==> config.mk <==
export PLATFORM = sky130hd
export DESIGN_NAME = uart_transmitter
export DESIGN_NICKNAME = d
export VERILOG_FILES = /design/src/rtl/uart_transmitter_pkg.sv /design/src/rtl/uart_transmitter_baud_gen.sv /design/src/rtl/uart_transmitter.sv
export SDC_FILE = /design/constraint.sdc
export NUM_CORES = 1
export LEC_CHECK = 0
export ABC_AREA = 1
export ABC_CLOCK_PERIOD_IN_PS = 2200
export CAP_MARGIN = 25
export CORE_ASPECT_RATIO = 0.5
export CORE_MARGIN = 10
export CORE_UTILIZATION = 55
export CTS_BUF_LIST = sky130_fd_sc_hd__clkbuf_8
export CTS_CLUSTER_DIAMETER = 30
export DETAILED_ROUTE_END_ITERATION = 6
export DONT_BUFFER_PORTS = 1
export MAX_ROUTING_LAYER = met4
export PLACE_DENSITY = 0.71
export SYNTH_ARGS = -nofsm -noshare
export SYNTH_HDL_FRONTEND = slang
export SYNTH_SLANG_ARGS = --single-unit
==> constraint.sdc <==
create_clock -name clk -period 2.2 [get_ports clk]
set_input_delay 0.11 -clock clk [delete_from_list [all_inputs] [get_ports clk]]
set_output_delay 0.11 -clock clk [all_outputs]
set_load 0.05 [all_outputs]
==> src/rtl/uart_transmitter_pkg.sv <==
// Shared types and constants for the UART transmit path.
// Latency: n/a (declarations only).
// Backpressure: n/a (declarations only).
package uart_transmitter_pkg;

    // Transmit frame sequencer states
    typedef enum logic [2:0] {
        IDLE  = 3'd0,
        START = 3'd1,
        DATA  = 3'd2,
        STOP  = 3'd3,
        DONE  = 3'd4
    } uart_tx_state_e;

    // Stop-bit selection encoding, identical to the register block's field
    localparam logic [1:0] STOP_ONE = 2'b01;
    localparam logic [1:0] STOP_TWO = 2'b10;

    // Number of stop-bit periods for a selection; anything but STOP_TWO is one
    function automatic logic [1:0] stop_periods(input logic [1:0] sel);
        return (sel == STOP_TWO) ? 2'd2 : 2'd1;
    endfunction

endpackage

==> src/rtl/uart_transmitter_baud_gen.sv <==
// Bit-period timer: counts 0..eff_div-1 and flags the last cycle of each bit.
// Latency: tick is combinational from the registered count; restart clears it next cycle.
// Backpressure: none; counts whenever enabled, held at zero otherwise.
module uart_baud_gen #(
    parameter int width = 32
) (
    input  logic             clk,
    input  logic             reset,
    input  logic             enable,
    input  logic             restart,
    input  logic [width-1:0] eff_div,
    output logic             tick
);

    logic [width-1:0] cnt_q;
    logic [width-1:0] cnt_d;

    // Tick on the final cycle of a bit period; next count wraps, restarts or holds at zero
    always_comb begin
        cnt_d = cnt_q;
        tick  = enable && (cnt_q == (eff_div - width'(1)));
        if (restart || !enable) begin
            cnt_d = '0;
        end else if (tick) begin
            cnt_d = '0;
        end else begin
            cnt_d = cnt_q + width'(1);
        end
    end

    // Counter register
    always_ff @(posedge clk or posedge reset) begin
        if (reset) begin
            cnt_q <= '0;
        end else begin
            cnt_q <= cnt_d;
        end
    end

endmodule

==> src/rtl/uart_transmitter.sv <==
// Serial TX engine: sends one 8N1/8N2 frame, LSB first, per loaded byte.
// Latency: line falls 1 cycle after load&&enable is sampled; pulse (1+DATA_BITS+nstop)*eff_div cycles later.
// Backpressure: busy high for the whole frame; load is ignored until the FSM is back in IDLE.
module uart_transmitter
    import uart_transmitter_pkg::*;
#(
    parameter int width     = 32,
    parameter int DATA_BITS = 8
) (
    input  logic             clk,
    input  logic             reset,
    input  logic [7:0]       tx_data,
    input  logic             load_signal,
    input  logic             tx_signal,
    input  logic [width-1:0] baud_div,
    input  logic [1:0]       stop_bit,
    output logic             tx_serial,
    output logic             busy,
    output logic             data_transmitted
);

    localparam int IDX_W = (DATA_BITS > 1) ? $clog2(DATA_BITS) : 1;
    localparam logic [IDX_W-1:0] LAST_IDX = IDX_W'(DATA_BITS - 1);

    uart_tx_state_e         state_q, state_d;
    logic [DATA_BITS-1:0]   shift_q, shift_d;
    logic [IDX_W-1:0]       bit_idx_q, bit_idx_d;
    logic [1:0]             stop_cnt_q, stop_cnt_d;
    logic [1:0]             nstop_q, nstop_d;
    logic [width-1:0]       eff_div_q, eff_div_d;
    logic                   tx_serial_q, tx_serial_d;
    logic                   data_transmitted_q, data_transmitted_d;

    logic                   baud_en;
    logic                   baud_restart;
    logic                   tick;

    // The timer runs only while a bit is on the line; DONE and IDLE keep it cleared
    assign baud_en = (state_q == START) || (state_q == DATA) || (state_q == STOP);

    uart_baud_gen #(
        .width (width)
    ) u_baud_gen (
        .clk     (clk),
        .reset   (reset),
        .enable  (baud_en),
        .restart (baud_restart),
        .eff_div (eff_div_q),
        .tick    (tick)
    );

    // Frame sequencer: next state, datapath updates and next registered outputs
    always_comb begin
        state_d            = state_q;
        shift_d            = shift_q;
        bit_idx_d          = bit_idx_q;
        stop_cnt_d         = stop_cnt_q;
        nstop_d            = nstop_q;
        eff_div_d          = eff_div_q;
        tx_serial_d        = tx_serial_q;
        data_transmitted_d = 1'b0;
        baud_restart       = 1'b0;

        case (state_q)
            IDLE: begin
                tx_serial_d = 1'b1;
                // Everything that shapes the frame is captured here so later
                // register writes cannot disturb a frame in flight
                if (load_signal && tx_signal) begin
                    state_d      = START;
                    shift_d      = DATA_BITS'(tx_data);
                    eff_div_d    = (baud_div == '0) ? width'(1) : baud_div;
                    nstop_d      = stop_periods(stop_bit);
                    bit_idx_d    = '0;
                    stop_cnt_d   = '0;
                    tx_serial_d  = 1'b0;
                    baud_restart = 1'b1;
                end
            end

            START: begin
                if (tick) begin
                    state_d     = DATA;
                    tx_serial_d = shift_q[0];
                    bit_idx_d   = '0;
                end
            end

            DATA: begin
                if (tick) begin
                    if (bit_idx_q == LAST_IDX) begin
                        state_d     = STOP;
                        tx_serial_d = 1'b1;
                        stop_cnt_d  = '0;
                    end else begin
                        // shift_q[1] becomes the new LSB on the line
                        shift_d     = shift_q >> 1;
                        bit_idx_d   = bit_idx_q + IDX_W'(1);
                        tx_serial_d = shift_q[1];
                    end
                end
            end

            STOP: begin
                tx_serial_d = 1'b1;
                if (tick) begin
                    if (stop_cnt_q == (nstop_q - 2'd1)) begin
                        state_d            = DONE;
                        data_transmitted_d = 1'b1;
                    end else begin
                        stop_cnt_d = stop_cnt_q + 2'd1;
                    end
                end
            end

            DONE: begin
                // Guard cycle: the register block clears its full flag off the
                // pulse before IDLE looks at load_signal again
                tx_serial_d = 1'b1;
                state_d     = IDLE;
            end

            default: begin
                tx_serial_d = 1'b1;
                state_d     = IDLE;
            end
        endcase
    end

    // State, datapath and output registers; reset abandons any frame with the line high
    always_ff @(posedge clk or posedge reset) begin
        if (reset) begin
            state_q            <= IDLE;
            shift_q            <= '0;
            bit_idx_q          <= '0;
            stop_cnt_q         <= '0;
            nstop_q            <= 2'd1;
            eff_div_q          <= width'(1);
            tx_serial_q        <= 1'b1;
            data_transmitted_q <= 1'b0;
        end else begin
            state_q            <= state_d;
            shift_q            <= shift_d;
            bit_idx_q          <= bit_idx_d;
            stop_cnt_q         <= stop_cnt_d;
            nstop_q            <= nstop_d;
            eff_div_q          <= eff_div_d;
            tx_serial_q        <= tx_serial_d;
            data_transmitted_q <= data_transmitted_d;
        end
    end

    assign tx_serial        = tx_serial_q;
    assign data_transmitted = data_transmitted_q;
    assign busy             = (state_q != IDLE);

endmodule

==> results.md, run 1 <==
- Met3 Usage GRT: 5.63%
- P&R area growth vs syn: 31.6%
- Outcome: complete, but fails checks
- Final worst-path cycle share: 112%
- Most used routing layer: met2
- RePlAce Congestion: 1.00
- Maximum clock path buffer count: 2
- Ant. Diodes: 0
- Unrepaired setup endpoints after global routing: yes
- CP Class: register to register
- Die width: 163 um
- Most common cell after layout, fill and taps aside: nand2_1
- Final setup margin: -255 ps
- Type of element capturing the critical path: register
- Post-synthesis sequential area ratio: 37.5%
- Worst slew margin: 59.4%
- Die H: 91.4 um
- Max-cap violation count: 0
- Slowest cell on crit path: dfrtp_1
- Hold/Removal Path Class: input port to register
- Critical Path Start Type: register
- Slew Limit Fails: 0
- Final setup viols: 50
- FF+latch count, synth: 84
- Min cycle time layout: 2450 ps
- R2r setup slk: -250 ps
- Hold Crit Start: tx_data[0]
- Predominant post-synthesis flop cell: dfrtp_1
- Antenna violations before repair: 0
- Avg Cell Area, Syn: 7.16 um2
- Iter 0 DRT Violations: 494
- Remaining DRCs: 0
- Max VDD drop: 1.19 mV
- Slowest cell delay on critical path: 400 ps
- FF-to-FF End: shift_q[7]$_DFFE_PP0P_
- CP Data Arrival Time: 2730 ps
- Port Buffer Count: 0
- Crit-path cells: inv_2 -> ha_4 -> nand3_4 -> nor2_4 -> nand2_2 -> nor2_1 -> nand2_1 -> nand2_1 -> nand2_1 -> inv_1 -> nand2_1 -> nor2_2 -> nand3_4 -> nand2_4 -> nand2_8 -> nand2_4 -> nand2_2
- Power Dens Cells: 1210 nW/um2
- Initial Util: 57.9%
- Root buffer cell: clkbuf_8
- # IOs: 49
- Power Total: 8.94 mW
- Reg2reg path depth: 17
- Initial DRT Pass Iterations: 5
- Syn_nets: 834
- First-pass GRT wire length: 27700 um
- Final HPWL DP: 12200 um
- Tot GR Track Use: 23.7%
- Distinct cells, synth: 45
- Hold Path Sink: shift_q[0]$_DFFE_PP0P_
- Leakage: 3.47 nW
- Drt total wl: 17700 um
- Vias in the first global route: 5520
- Origin of the critical flop-to-flop path: eff_div_q[1]$_DFFE_PP0P_
- Actual slew at the worst max-slew pin: 610 ps
- GR Util met2: 36.1%
- Synth Instances: 784
- # rows: 25
- Share of layout cells above drive strength 1: 23.6%
- WL/cell: 16.7 um
- CTS Sinks: 84
- H-tree depth: 3
- CTS Buf Count: 9
- DR vias/cell: 5.48
- CTS tree: built
- YS warnings: 0
- Die area: 14900 um2
- Post-DRT Antenna Nets: 0
- Worst Path Max Fanout: 8
- Post-synth ARST share: 100%
- Failing checks: setup timing
- Vias: 5808
- CP top delay family: simple AND/OR/NAND/NOR gates
- Worst skew pair latency: 380 ps
- CP most frequent cell: nand2_1
- GRT overflow: 0
- Global Route met1 Usage: 31.4%
- Clock Skew: 14.3 ps
- Fin. Hold Viols: 0
- Final net count: 969
- Most frequent cells in the layout: nand2_1 (211), nor2_1 (98), buf_4 (93), dfrtp_1 (81), inv_1 (74)
- FMAX: 407 MHz
- Maximum number of pins on one net before global-route repair: 85
- Core area: 9700 um2
- Cell Area, Synth: 5610 um2
- Worst-path clk slew: 90 ps
- WHS: 91.4 ps
- Number of flops mapped to enable cells by yosys: 0
- WHS Path Cells: 4
- Worst path bufs/invs: 2
- Req. time, crit path: 2470 ps
Yosys cell counts (2+ instances only):
cell type / instances / share of area [%]
a211oi_1: 4 / 0.54
a21oi_1: 8 / 0.71
a21oi_2: 4 / 0.62
a221oi_1: 2 / 0.31
buf_2: 4 / 0.36
buf_6: 2 / 0.40
clkbuf_1: 9 / 0.60
dfrtp_1: 81 / 36
dfstp_2: 3 / 1.4
ha_1: 4 / 0.89
inv_1: 76 / 5.1
inv_2: 6 / 0.40
mux2i_1: 6 / 1.1
nand2_1: 230 / 15
nand2_2: 10 / 1.1
nand3_1: 30 / 2.7
nand3_4: 2 / 0.62
nand3b_1: 6 / 0.80
nand4_1: 19 / 2.1
nor2_1: 109 / 7.3
nor2_2: 11 / 1.2
nor2_4: 7 / 1.4
nor3_1: 20 / 1.8
nor3_2: 3 / 0.54
nor3b_1: 4 / 0.54
nor4_1: 10 / 1.1
o211ai_1: 2 / 0.27
o21ai_0: 30 / 2.7
o21ai_1: 8 / 0.71
o21ai_2: 6 / 0.94
o21bai_1: 3 / 0.40
or2_2: 3 / 0.33
or4_1: 2 / 0.27
xnor2_1: 13 / 2.0
xor2_1: 37 / 5.8
cell families (layout without fill, tap and decap cells):
logic type	count (synthesis)	after routing	share of synthesized area, %
simple gates	471	472	38.2
buf+inv	99	238	6.98
flops	84	84	37.5
compound gates	70	70	7.53
xor+xnor	50	50	7.80
mux	6	6	1.07
fa+ha+maj	4	4	0.892
registers in the layout, summed over array words and instances, names as in the netlist:
signal            cells
nstop_q               2
data_transmitted      1
u_baud_gen.cnt_q     32
stop_cnt_q            2
eff_div_q            32
state_q               3
tx_serial             1
bit_idx_q             3
shift_q               8
worst reg2reg max path, delay by kind of cell (launching register included):
| family | cells | cell delay (ps) |
|---|---|---|
| AND/OR/NAND/NOR | 14 | 1660 |
| buffers and inverters | 2 | 130 |
| flip-flops | 1 | 400 |
| adder cells (fa/ha/maj) | 1 | 180 |
final cells by class:
type,instances,area (um2)
Multi-Input combinational cell,602,3410
Timing Repair Buffer,139,1190
Inverter,83,315
Fill cell,733,2310
Clock buffer,9,124
Clock inverter,7,75.1
Tap cell,135,169
Sequential cell,84,2110
through the flow:
stage               setup slack [ps]  TNS [ps]  instances  util (%)  instance area, um2
CTS                             -125     -4760       1057      74.5                7230
global placement                -220     -7130        996      66.6                6460
global route                    -408    -17360       1059      76.2                7380
detailed placement              -237     -7480        996      66.6                6460
finish                          -255     -9640       1059      76.2                7380
floorplan                      -5.69     -11.4        784         -                5630
power by group:
| group | internal, mW | switching [mW] | total [mW] |
|---|---|---|---|
| clock | 0.531 | 0.621 | 1.15 |
| sequential | 2.01 | 0.537 | 2.54 |
| combinational | 2.15 | 3.10 | 5.25 |
metal layers:
layer / up-vias / wire (um)
met5: - / 0
met4: 0 / 222
met3: 27 / 1360
met2: 234 / 8020
met1: 2771 / 8090
li1: 2776 / -
repair_timing:
item                       in CTS  in global routing
pin swaps                      14                 18
setup endpoints to repair      50                 50
setup buffers                   2                  2
gates cloned                    1                  0
hold endpoints to repair      122                  0
hold buffers                   42                  0
gates resized for setup        30                 36
how the worst max path moves through the flow:
stage | endpoint | depth (start not counted) | slack (ps) | start
4_1_cts | state_q[1]$_DFFE_PP0P_ | 15 | -120 | eff_div_q[0]$_DFFE_PP1P_
3_5_place_dp | bit_idx_q[2]$_DFFE_PP0P_ | 17 | -240 | eff_div_q[1]$_DFFE_PP0P_
6_report | shift_q[7]$_DFFE_PP0P_ | 17 | -250 | eff_div_q[1]$_DFFE_PP0P_
5_1_grt | state_q[1]$_DFFE_PP0P_ | 17 | -410 | eff_div_q[1]$_DFFE_PP0P_
3_3_place_gp | shift_q[0]$_DFFE_PP0P_ | 16 | -220 | eff_div_q[15]$_DFFE_PP0P_
2_1_floorplan | shift_q[1]$_DFFE_PP0P_ | 16 | -6 | eff_div_q[0]$_DFFE_PP1P_
Power figures use the tool's default switching activity.
==> inputs of run 2 (changes only) <==
Settings changed: ABC_CLOCK_PERIOD_IN_PS 2200 to 2300, PLACE_DENSITY 0.71 to 0.68.
Clock period 2.2 ns to 2.3 ns, I/O delays scaled along.
==> run 2 against run 1 <==
Net effect: the run still ends with setup timing left; setup slack better by 120 ps; cell count fell by 1.3%; clock power is 7% higher; first-iteration DRC count rose by 4.0%; combinational power decreased by 8.0%; global-route usage increased by 0.26 points; clock-buffer cell count stayed put; worst hold slack got worse by 70 ps; maximum frequency up 0.63%; routed wire length down 2.0%; non-clock buffer count decreased by 14; sequential cell count stayed put; critical endpoint is now shift_q[2]$_DFFE_PP0P_; largest cell class unchanged.
==> results.md, run 2 (synthesized netlist as in run 1, its figures left out) <==
- Power Dens Cells: 1160 nW/um2
- Largest regs: eff_div_q: 32 flops, u_baud_gen.cnt_q: 32 flops, shift_q: 8 flops
- CP most frequent cell: nand3_4
- Req. time, crit path: 2570 ps
- Worst skew pair latency: 390 ps
- Antenna violations before repair: 0
- Max-cap violation count: 0
- Die H: 91.4 um
- Sequential Area: 2110 um2
- Tot GR Track Use: 24.0%
- CTS Sinks: 84
- Internal Power: 4.53 mW
- FMAX: 410 MHz
- Hold/Removal Path Class: input port to register
- Fin util: 75.9%
- Failing checks: setup timing
- Post-DRT Antenna Nets: 0
- R2r setup slk: -140 ps
- Final HPWL DP: 12600 um
- Final worst-path cycle share: 106%
- WL/cell: 16.6 um
- Type of element capturing the critical path: register
- Initial Util: 57.9%
- Die area: 14900 um2
- Clock Skew: 12.8 ps
- Setup TNS: -3830 ps
- Die width: 163 um
- CTS tree: built
- Initial DRT Pass Iterations: 5
- Area taken by multi-input logic gates: 3460 um2
- Maximum number of pins on one net before global-route repair: 64
- Sw Ratio: 46.9%
- Iter 0 DRT Violations: 514
- Final setup viols: 44
- Actual slew at the worst max-slew pin: 567 ps
- Vias: 5631
- WHS Path Cells: 2
- Final net count: 955
- Leakage: 3.45 nW
- Maximum clock path buffer count: 2
- Reg2reg path depth: 15
- CP Data Arrival Time: 2710 ps
- # IOs: 49
- Vias in the first global route: 5474
- DR vias/cell: 5.39
- Hold Crit Start: stop_bit[1]
- Worst Path Max Fanout: 8
- Slew Limit Fails: 0
- CP Class: register to register
- Combinational share of power: 56.7%
- Most common cell after layout, fill and taps aside: nand2_1
- Slowest cell on crit path: dfrtp_1
- P&R area growth vs syn: 31.1%
- Share of layout cells above drive strength 1: 24.2%
- Fin. Hold Viols: 0
- Drt total wl: 17300 um
- Min cycle time layout: 2440 ps
- Hold Path Sink: nstop_q[0]$_DFFE_PP1P_
- Most frequent cells in the layout: nand2_1 (211), nor2_1 (87), buf_4 (79), dfrtp_1 (75), inv_1 (74)
- Critical Path Start Type: register
- FF-to-FF End: shift_q[2]$_DFFE_PP0P_
- Net switching power: 4.00 mW
- Outcome: complete, but fails checks
- CTS Buf Count: 9
- Core area: 9700 um2
- Port Buffer Count: 0
- Unrepaired setup endpoints after global routing: yes
- Origin of the critical flop-to-flop path: eff_div_q[1]$_DFFE_PP0P_
- Filler cells: 749
- Root buffer cell: clkbuf_8
- Ant. Diodes: 0
- Clock share of power: 14.5%
- GRT overflow: 0
- Remaining DRCs: 0
- Slowest cell delay on critical path: 410 ps
- RePlAce Congestion: 0.958
- Crit-path cells: inv_2 -> ha_4 -> nand3_4 -> nor2_8 -> nand3_4 -> nor2_1 -> nand2_1 -> nand2_1 -> nand3b_1 -> nor2_2 -> nand3_4 -> nand2_4 -> nand2_8 -> nand2_4 -> o21ai_2
- Worst slew margin: 61.9%
- First-pass GRT wire length: 28000 um
- Seq pwr share: 28.8%
- Worst-path clk slew: 100 ps
- # rows: 25
- Final setup margin: -139 ps
- Max VDD drop: 1.23 mV
- H-tree depth: 3
[run 2: cell count changes in the layout (fill, tap and decap cells not counted), sizes merged]
cell | before | now
bufinv | 1 | 2
clkinvlp | 3 | 1
clkinv | 2 | 3
buf | 97 | 83
[run 2: critical path: cells and delay by family, from the launching register on]
family / cells / cell delay [ps]
AO/OA/AOI/OAI: 1 / 50
AND/OR/NAND/NOR: 12 / 1620
flip-flops: 1 / 410
buffers and inverters: 1 / 80
adder cells (fa/ha/maj): 1 / 150
[run 2: through the flow]
stage / hold WS (ps) / power [mW] / setup WS (ps) / cells / area, um2
6_report: 21.7 / 8.53 / -139 / 1045 / 7360
5_1_grt: 44.3 / 9.14 / -267 / 1045 / 7360
4_1_cts: 27.1 / 8.11 / -55.9 / 1038 / 7100
3_5_place_dp: -0.434 / 6.51 / -181 / 977 / 6300
3_3_place_gp: -3.93 / 6.43 / -131 / 977 / 6300
2_1_floorplan: 232 / 5.00 / 17.7 / 784 / 5610
[run 2: power groups by stage]
stage	Sequential [mW]	Combinational [mW]	Clock (mW)
final	2.46	4.83	1.23
after global routing	2.52	5.32	1.29
after CTS	2.39	4.47	1.25
after detailed placement	2.40	4.11	0
after global placement	2.40	4.04	0
after floorplan	2.30	2.70	0
[run 2: worst max path at each step]
stage	startpoint	cells past startpoint	slack, ps	end
after floorplan	reset	1	20	bit_idx_q[0]$_DFFE_PP0P_
after global placement	eff_div_q[0]$_DFFE_PP1P_	15	-130	shift_q[0]$_DFFE_PP0P_
after detailed placement	eff_div_q[0]$_DFFE_PP1P_	15	-180	bit_idx_q[0]$_DFFE_PP0P_
after CTS	eff_div_q[0]$_DFFE_PP1P_	15	-60	state_q[1]$_DFFE_PP0P_
after global routing	eff_div_q[1]$_DFFE_PP0P_	17	-270	shift_q[7]$_DFFE_PP0P_
final	eff_div_q[1]$_DFFE_PP0P_	15	-140	shift_q[2]$_DFFE_PP0P_
[run 2: repair_timing]
action | CTS | global route
pin swaps | 15 | 30
gates cloned | 1 | 0
buffers inserted | 2 | 7
gates resized for setup | 31 | 61
hold buffers | 42 | 0
setup endpoints to repair | 48 | 50
hold endpoints to repair | 73 | 0
[run 2: cell type report]
cell class	count	area share, %
inverter	83	4.25
tap	135	2.30
sequential	84	28.7
clock buffer	9	1.68
clock inverter	7	1.36
timing repair buffer	125	14.7
multi-input combinational	602	47.0
[run 2: metal layers]
layer / track usage [%] / up-vias / part of all wire, %
met5: - / - / 0
met4: 6.57 / 0 / 1.9
met3: 5.59 / 37 / 8.2
met2: 35.8 / 231 / 45
met1: 31.9 / 2610 / 45
li1: - / 2753 / -
